File: src/rtl/mips_loader_pkg.sv
// rtl/mips_loader_pkg.sv - shared states and constants for the instruction-memory byte-stream loader.
package mips_loader_pkg;

  typedef enum logic [2:0] {
    ST_IDLE,
    ST_HDR_HI,
    ST_HDR_LO,
    ST_DATA,
    ST_CHK,
    ST_DONE,
    ST_ERR
  } loader_state_e;

  localparam int BYTES_PER_WORD = 4;
  localparam int HDR_BYTES      = 2;

  // States in which the loader takes bytes from the stream.
  function automatic logic is_rx_state(input loader_state_e s);
    return (s == ST_HDR_HI) || (s == ST_HDR_LO) || (s == ST_DATA) || (s == ST_CHK);
  endfunction

endpackage

File: src/rtl/loader_word_asm.sv
// rtl/loader_word_asm.sv - big-endian byte-to-word assembler with a one-cycle word_valid pulse.
module loader_word_asm
  import mips_loader_pkg::*;
(
  input  logic        clk,
  input  logic        rst_n,
  input  logic        clr,
  input  logic        byte_valid,
  input  logic [7:0]  byte_in,
  output logic        last_lane,
  output logic [31:0] word,
  output logic        word_valid
);

  logic [23:0] sr;
  logic [1:0]  idx;

  assign last_lane = (idx == 2'(BYTES_PER_WORD - 1));

  always_ff @(posedge clk or negedge rst_n) begin
    if (!rst_n) begin
      sr         <= '0;
      idx        <= '0;
      word       <= '0;
      word_valid <= 1'b0;
    end else begin
      word_valid <= 1'b0;
      if (clr) begin
        idx <= '0;
      end else if (byte_valid) begin
        sr  <= {sr[15:0], byte_in};
        idx <= idx + 2'd1;
        // word only changes on completion so im_wdata holds between writes
        if (last_lane) begin
          word       <= {sr, byte_in};
          word_valid <= 1'b1;
        end
      end
    end
  end

endmodule

File: src/rtl/imem_loader.sv
// rtl/imem_loader.sv - byte-stream loader writing 32-bit words into instruction memory and holding the CPU.
// Optional trailing checksum byte enabled by LOADER_CHECKSUM_EN.
module imem_loader
  import mips_loader_pkg::*;
#(
  parameter int ADDR_W = 8,
  parameter int CNT_W  = 16
) (
  input  logic              clk,
  input  logic              rst_n,
  input  logic              start,
  input  logic              in_valid,
  input  logic [7:0]        in_byte,
  output logic              in_ready,
  output logic              im_we,
  output logic [ADDR_W-1:0] im_addr,
  output logic [31:0]       im_wdata,
  output logic              cpu_hold,
  output logic              busy,
  output logic              done,
  output logic              err,
  output logic [ADDR_W:0]   words_loaded
);

  localparam logic [CNT_W-1:0] DEPTH = CNT_W'(1) << ADDR_W;

  loader_state_e     state, state_nx;
  logic [7:0]        cnt_hi;
  logic [CNT_W-1:0]  count;
  logic [CNT_W-1:0]  hdr_n;
  logic [CNT_W-1:0]  wl_next;
  logic              accept;
  logic              launch;
  logic              asm_last;
  logic              word_valid;
  logic              last_byte;
  logic              last_word;
`ifdef LOADER_CHECKSUM_EN
  logic [7:0]        sum;
`endif

  assign accept    = in_valid && in_ready;
  assign launch    = start && ((state == ST_IDLE) || (state == ST_DONE) || (state == ST_ERR));
  assign hdr_n     = CNT_W'({cnt_hi, in_byte});
  assign wl_next   = CNT_W'(words_loaded) + CNT_W'(1);
  assign last_word = word_valid && (state == ST_DATA) && (wl_next == count);
  // The previous word's write always retires before this word's 4th byte, so words_loaded is current here.
  assign last_byte = accept && (state == ST_DATA) && asm_last && (wl_next == count);

  loader_word_asm u_asm (
    .clk        (clk),
    .rst_n      (rst_n),
    .clr        (launch),
    .byte_valid (accept && (state == ST_DATA)),
    .byte_in    (in_byte),
    .last_lane  (asm_last),
    .word       (im_wdata),
    .word_valid (word_valid)
  );

  always_comb begin
    state_nx = state;
    case (state)
      ST_IDLE:   if (start) state_nx = ST_HDR_HI;
      ST_HDR_HI: if (accept) state_nx = ST_HDR_LO;
      ST_HDR_LO: begin
        if (accept) begin
          if (hdr_n == '0) begin
`ifdef LOADER_CHECKSUM_EN
            state_nx = ST_CHK;
`else
            state_nx = ST_DONE;
`endif
          end else if (hdr_n > DEPTH) begin
            state_nx = ST_ERR;
          end else begin
            state_nx = ST_DATA;
          end
        end
      end
      ST_DATA: begin
        if (last_word) begin
`ifdef LOADER_CHECKSUM_EN
          state_nx = ST_CHK;
`else
          state_nx = ST_DONE;
`endif
        end
      end
`ifdef LOADER_CHECKSUM_EN
      ST_CHK:    if (accept) state_nx = ((sum + in_byte) == 8'd0) ? ST_DONE : ST_ERR;
`endif
      ST_DONE:   if (start) state_nx = ST_HDR_HI;
      ST_ERR:    if (start) state_nx = ST_HDR_HI;
      default:   state_nx = ST_IDLE;
    endcase
  end

  always_ff @(posedge clk or negedge rst_n) begin
    if (!rst_n) begin
      state        <= ST_IDLE;
      in_ready     <= 1'b0;
      cnt_hi       <= '0;
      count        <= '0;
      im_addr      <= '0;
      words_loaded <= '0;
`ifdef LOADER_CHECKSUM_EN
      sum          <= '0;
`endif
    end else begin
      state    <= state_nx;
      // Closing the port during the final write keeps bytes past the image out of the word assembler.
      in_ready <= is_rx_state(state_nx) && !last_byte;
      if (launch) begin
        im_addr      <= '0;
        words_loaded <= '0;
      end else if (word_valid && (state == ST_DATA)) begin
        im_addr      <= im_addr + 1'b1;
        words_loaded <= words_loaded + 1'b1;
      end
      if (accept && (state == ST_HDR_HI)) cnt_hi <= in_byte;
      if (accept && (state == ST_HDR_LO)) count  <= hdr_n;
`ifdef LOADER_CHECKSUM_EN
      if (launch)      sum <= '0;
      else if (accept) sum <= sum + in_byte;
`endif
    end
  end

  assign im_we    = word_valid && (state == ST_DATA);
  assign busy     = is_rx_state(state);
  assign done     = (state == ST_DONE);
  assign err      = (state == ST_ERR);
  assign cpu_hold = (state != ST_DONE);

endmodule

File: config.mk
export PLATFORM = sky130hd
export DESIGN_NAME = imem_loader
export DESIGN_NICKNAME = d
export VERILOG_FILES = /design/src/rtl/mips_loader_pkg.sv /design/src/rtl/loader_word_asm.sv /design/src/rtl/imem_loader.sv
export SDC_FILE = /design/constraint.sdc
export NUM_CORES = 1
export LEC_CHECK = 0
export CAP_MARGIN = 20
export CORE_MARGIN = 10
export CORE_UTILIZATION = 49
export CTS_CLUSTER_SIZE = 14
export DETAILED_ROUTE_END_ITERATION = 16
export GPL_ROUTABILITY_DRIVEN = 0
export PLACE_DENSITY = 0.8
export SETUP_SLACK_MARGIN = 0.4
export SYNTH_ARGS = -nofsm -noshare
export SYNTH_HDL_FRONTEND = slang
export SYNTH_HIERARCHICAL = 1
export SYNTH_SLANG_ARGS = --single-unit
export TNS_END_PERCENT = 10
File: constraint.sdc
create_clock -name clk -period 2.15 [get_ports clk]
set_input_delay 0.645 -clock clk [delete_from_list [all_inputs] [get_ports clk]]
set_output_delay 0.645 -clock clk [all_outputs]
set_load 0.01 [all_outputs]
==> impl_metrics.json <==
{
  "critical_path_required_ps": 2410,
  "synth_flop_cell": "dfrtp_1",
  "finalHoldViolCount": 0,
  "dr.pass1.iters": 4,
  "grt_max_degree": 39,
  "syn-num-nets": 383,
  "tightest_slew_ps": 692,
  "min_period_ps": 2080,
  "synth.avg_cell_area_sq_um": 13.2,
  "async_reset_ff_share_pct": 100,
  "nNetsFinal": 513,
  "die_area_sq_um": 14300,
  "crit_path_start": "in_byte[7]",
  "synth_top_area_cell": "dfrtp_1",
  "critPathKind": "in2reg",
  "relSlewSlack_pct": 53.6,
  "swShare_pct": 33.9,
  "fillers": 655,
  "synth_cells": 368,
  "die_w_um": 120,
  "power_w": 0.00700,
  "synth-warning-count": 6,
  "ir_worst_vdd_uv": 482,
  "yosysSeqAreaShare_pct": 53.6,
  "ys_top_cells_by_area": "dfrtp_1, mux2_2, mux2_4",
  "antenna_found_initial": 0,
  "status": "finished, final reports clean",
  "drive_gt1_share_pct": 44.3,
  "synth_top_area_share_pct": 53.6,
  "preCtsSetupSlack_ps": -344,
  "layout_common_cells": "dfrtp_1, mux2_2, buf_4, clkdlybuf4s50_1, nand2_1",
  "critPathMaxFanout": 3,
  "fin_ws_ps": 66.1,
  "finClkSkew_ps": 24.1,
  "grt_usage_pct": 16.4,
  "dp_hpwl_mm": 7.81,
  "clock.fmax_ghz": 0.480,
  "die_h_um": 120,
  "power_leakage_nw": 3.11,
  "worstSetupEndpointType": "register",
  "cp-start-kind": "primary input",
  "hold_class": "in2async",
  "intPower_w": 0.00463,
  "dp.cells": 586,
  "worst_skew_pair.late_latency_ps": 380,
  "core_sq_um": 9730,
  "crit_slowest_cell": "nor4_4",
  "seqPwrFrac_pct": 42.7,
  "cts_root_buffer": "clkbuf_8",
  "rrSetupSlack_ps": 140,
  "drtIter0Drc": 215,
  "r2r_start": "words_loaded[1]$_DFFE_PN0P_",
  "rr_worst_depth": 7,
  "post-route-util_pct": 68.4,
  "path_cells": "dlygate4sd2_1 -> nor4_4 -> nand2_2 -> nor4_1 -> a211oi_1 -> o31ai_4 -> a21oi_2",
  "htreeDepth": 3,
  "vias": 3529,
  "start_util_pct": 49.9,
  "rows": 36,
  "drt-total-wl_mm": 12.9,
  "io_pins": 67,
  "clockBufferDepth": 2,
  "final-max-slew-violation-count": 0,
  "fin_crit_sh_pct": 96.9,
  "ys_seq_elements": 104,
  "max_stage_delay_ps": 420,
  "via_per_inst": 5.55,
  "cts_tree": "yes",
  "finalSetupViolCount": 0,
  "drt-wirelength-per-cell_um": 20.3,
  "p_switching_w": 0.00237,
  "p_comb_share_pct": 38.6,
  "numCtsBuffers": 9,
  "syn_to_final_growth_pct": 37.0,
  "ctsHoldBuffers": 0,
  "drv_cap": 0,
  "port_buffers": 66,
  "grt_setup_unrepaired": "true",
  "r2r_end": "state[1]$_DFF_PN0_",
  "route.detailed.drc": 0,
  "antenna_left": 0,
  "clock_sinks": 104,
  "clkPwrFrac_pct": 18.7,
  "final_common_cell": "dfrtp_1",
  "grt_pass1_vias": 3752,
  "instances_no_fill": 636,
  "power-per-cell-area_nw_per_um2": 1050,
  "synth_area_sq_um": 4860,
  "antennaDiodeCount": 0,
  "clk_pin_slew_worst_paths_ps": 110,
  "fin_tns_setup_ps": 0,
  "worstPathArrival_ps": 2350,
  "ys_types": 58,
  "grt_pass1_wl_mm": 19.2,
  "synth_edf_count": 0,
  "grt-ovfl-total": 0
}
-- stage by stage --
step / area (sq um) / hold slack (ps)
3_3_place_gp: 5890 / 477
6_report: 6650 / 183
4_1_cts: 6430 / 178
3_5_place_dp: 5890 / 489
2_1_floorplan: 4870 / 349
5_1_grt: 6650 / 189
-- kinds of logic after synthesis --
kind of cell | synth area share (%)
muxes | 20.3
DFF | 53.6
and+or+nand+nor | 11.5
buffers and inverters | 3.99
xor gates and xnor gates | 4.10
AOI/OAI and AO/OA | 5.77
adders and majority gates | 0.773
-- worst max-delay path by stage --
stage	slack, ps	depth (start not counted)	end
2_1_floorplan	230	9	u_asm/sr[10]$_DFFE_PN0P_
3_3_place_gp	-270	7	in_ready$_DFF_PN0_
3_5_place_dp	-340	7	in_ready$_DFF_PN0_
4_1_cts	170	1	im_wdata[6]
5_1_grt	20	7	in_ready$_DFF_PN0_
6_report	70	7	in_ready$_DFF_PN0_
-- cell type report --
| type | instances | area [sq um] | area share [%] |
|---|---|---|---|
| multi-input cells | 238 | 2290 | 34.4 |
| clock buffers | 10 | 128 | 1.92 |
| inverters | 7 | 26.3 | 0.395 |
| flip-flops and latches | 104 | 2610 | 39.3 |
| repair buffers | 138 | 1350 | 20.3 |
| well taps | 133 | 166 | 2.50 |
| clock inverters | 6 | 86.3 | 1.30 |
-- flip-flops by register name (all words and copies together), names as in the netlist, 2 cells and up --
register      flops
u_asm/word       32
u_asm/idx         2
im_addr           8
state             3
u_asm/sr         24
words_loaded      9
count            16
cnt_hi            8
-- Yosys cell counts (3+ instances only) --
cell type	count
buf_4	3
nand2_1	25
ha_1	3
nor2_1	24
buf_6	6
nor3_2	3
dfrtp_1	104
xor2_1	10
nand4_1	5
a21oi_1	4
nor4_1	4
mux2_2	57
o21ai_0	18
mux2_4	20
nand3_1	4
inv_1	6
buf_2	6
xnor2_1	9
nor3_1	5
-- power groups by stage --
stage	Clock [W]	Combinational, W	Sequential (W)
global placement	0	0.00205	0.00295
detailed placement	0	0.00215	0.00298
finish	0.00131	0.00270	0.00299
global route	0.00142	0.00286	0.00305
floorplan	0	0.00150	0.00285
CTS	0.00132	0.00247	0.00295
-- timing repair --
item / in CTS / in global routing
endpoints found under the setup margin: 142 / 148
pin swaps: 20 / 15
buffers inserted: 26 / 5
resized for setup: 80 / 20
cloned: 0 / 3
hold endpoints to repair: 0 / 0
-- critical path, delay by kind of cell --
| kind | cells | cell delay [ps] |
|---|---|---|
| and+or+nand+nor | 3 | 840 |
| AOI/OAI and AO/OA | 3 | 540 |
| buffers and inverters | 1 | 310 |
-- routing by layer --
| layer | track usage, % | part of all wire, % | vias up |
|---|---|---|---|
| li1 | - | - | 1561 |
| met1 | 19.1 | 41 | 1823 |
| met2 | 28.4 | 51 | 112 |
| met3 | 3.61 | 4.9 | 33 |
| met4 | 7.54 | 2.7 | 0 |
| met5 | 0 | 0 | - |
Power figures use the tool's default switching activity.
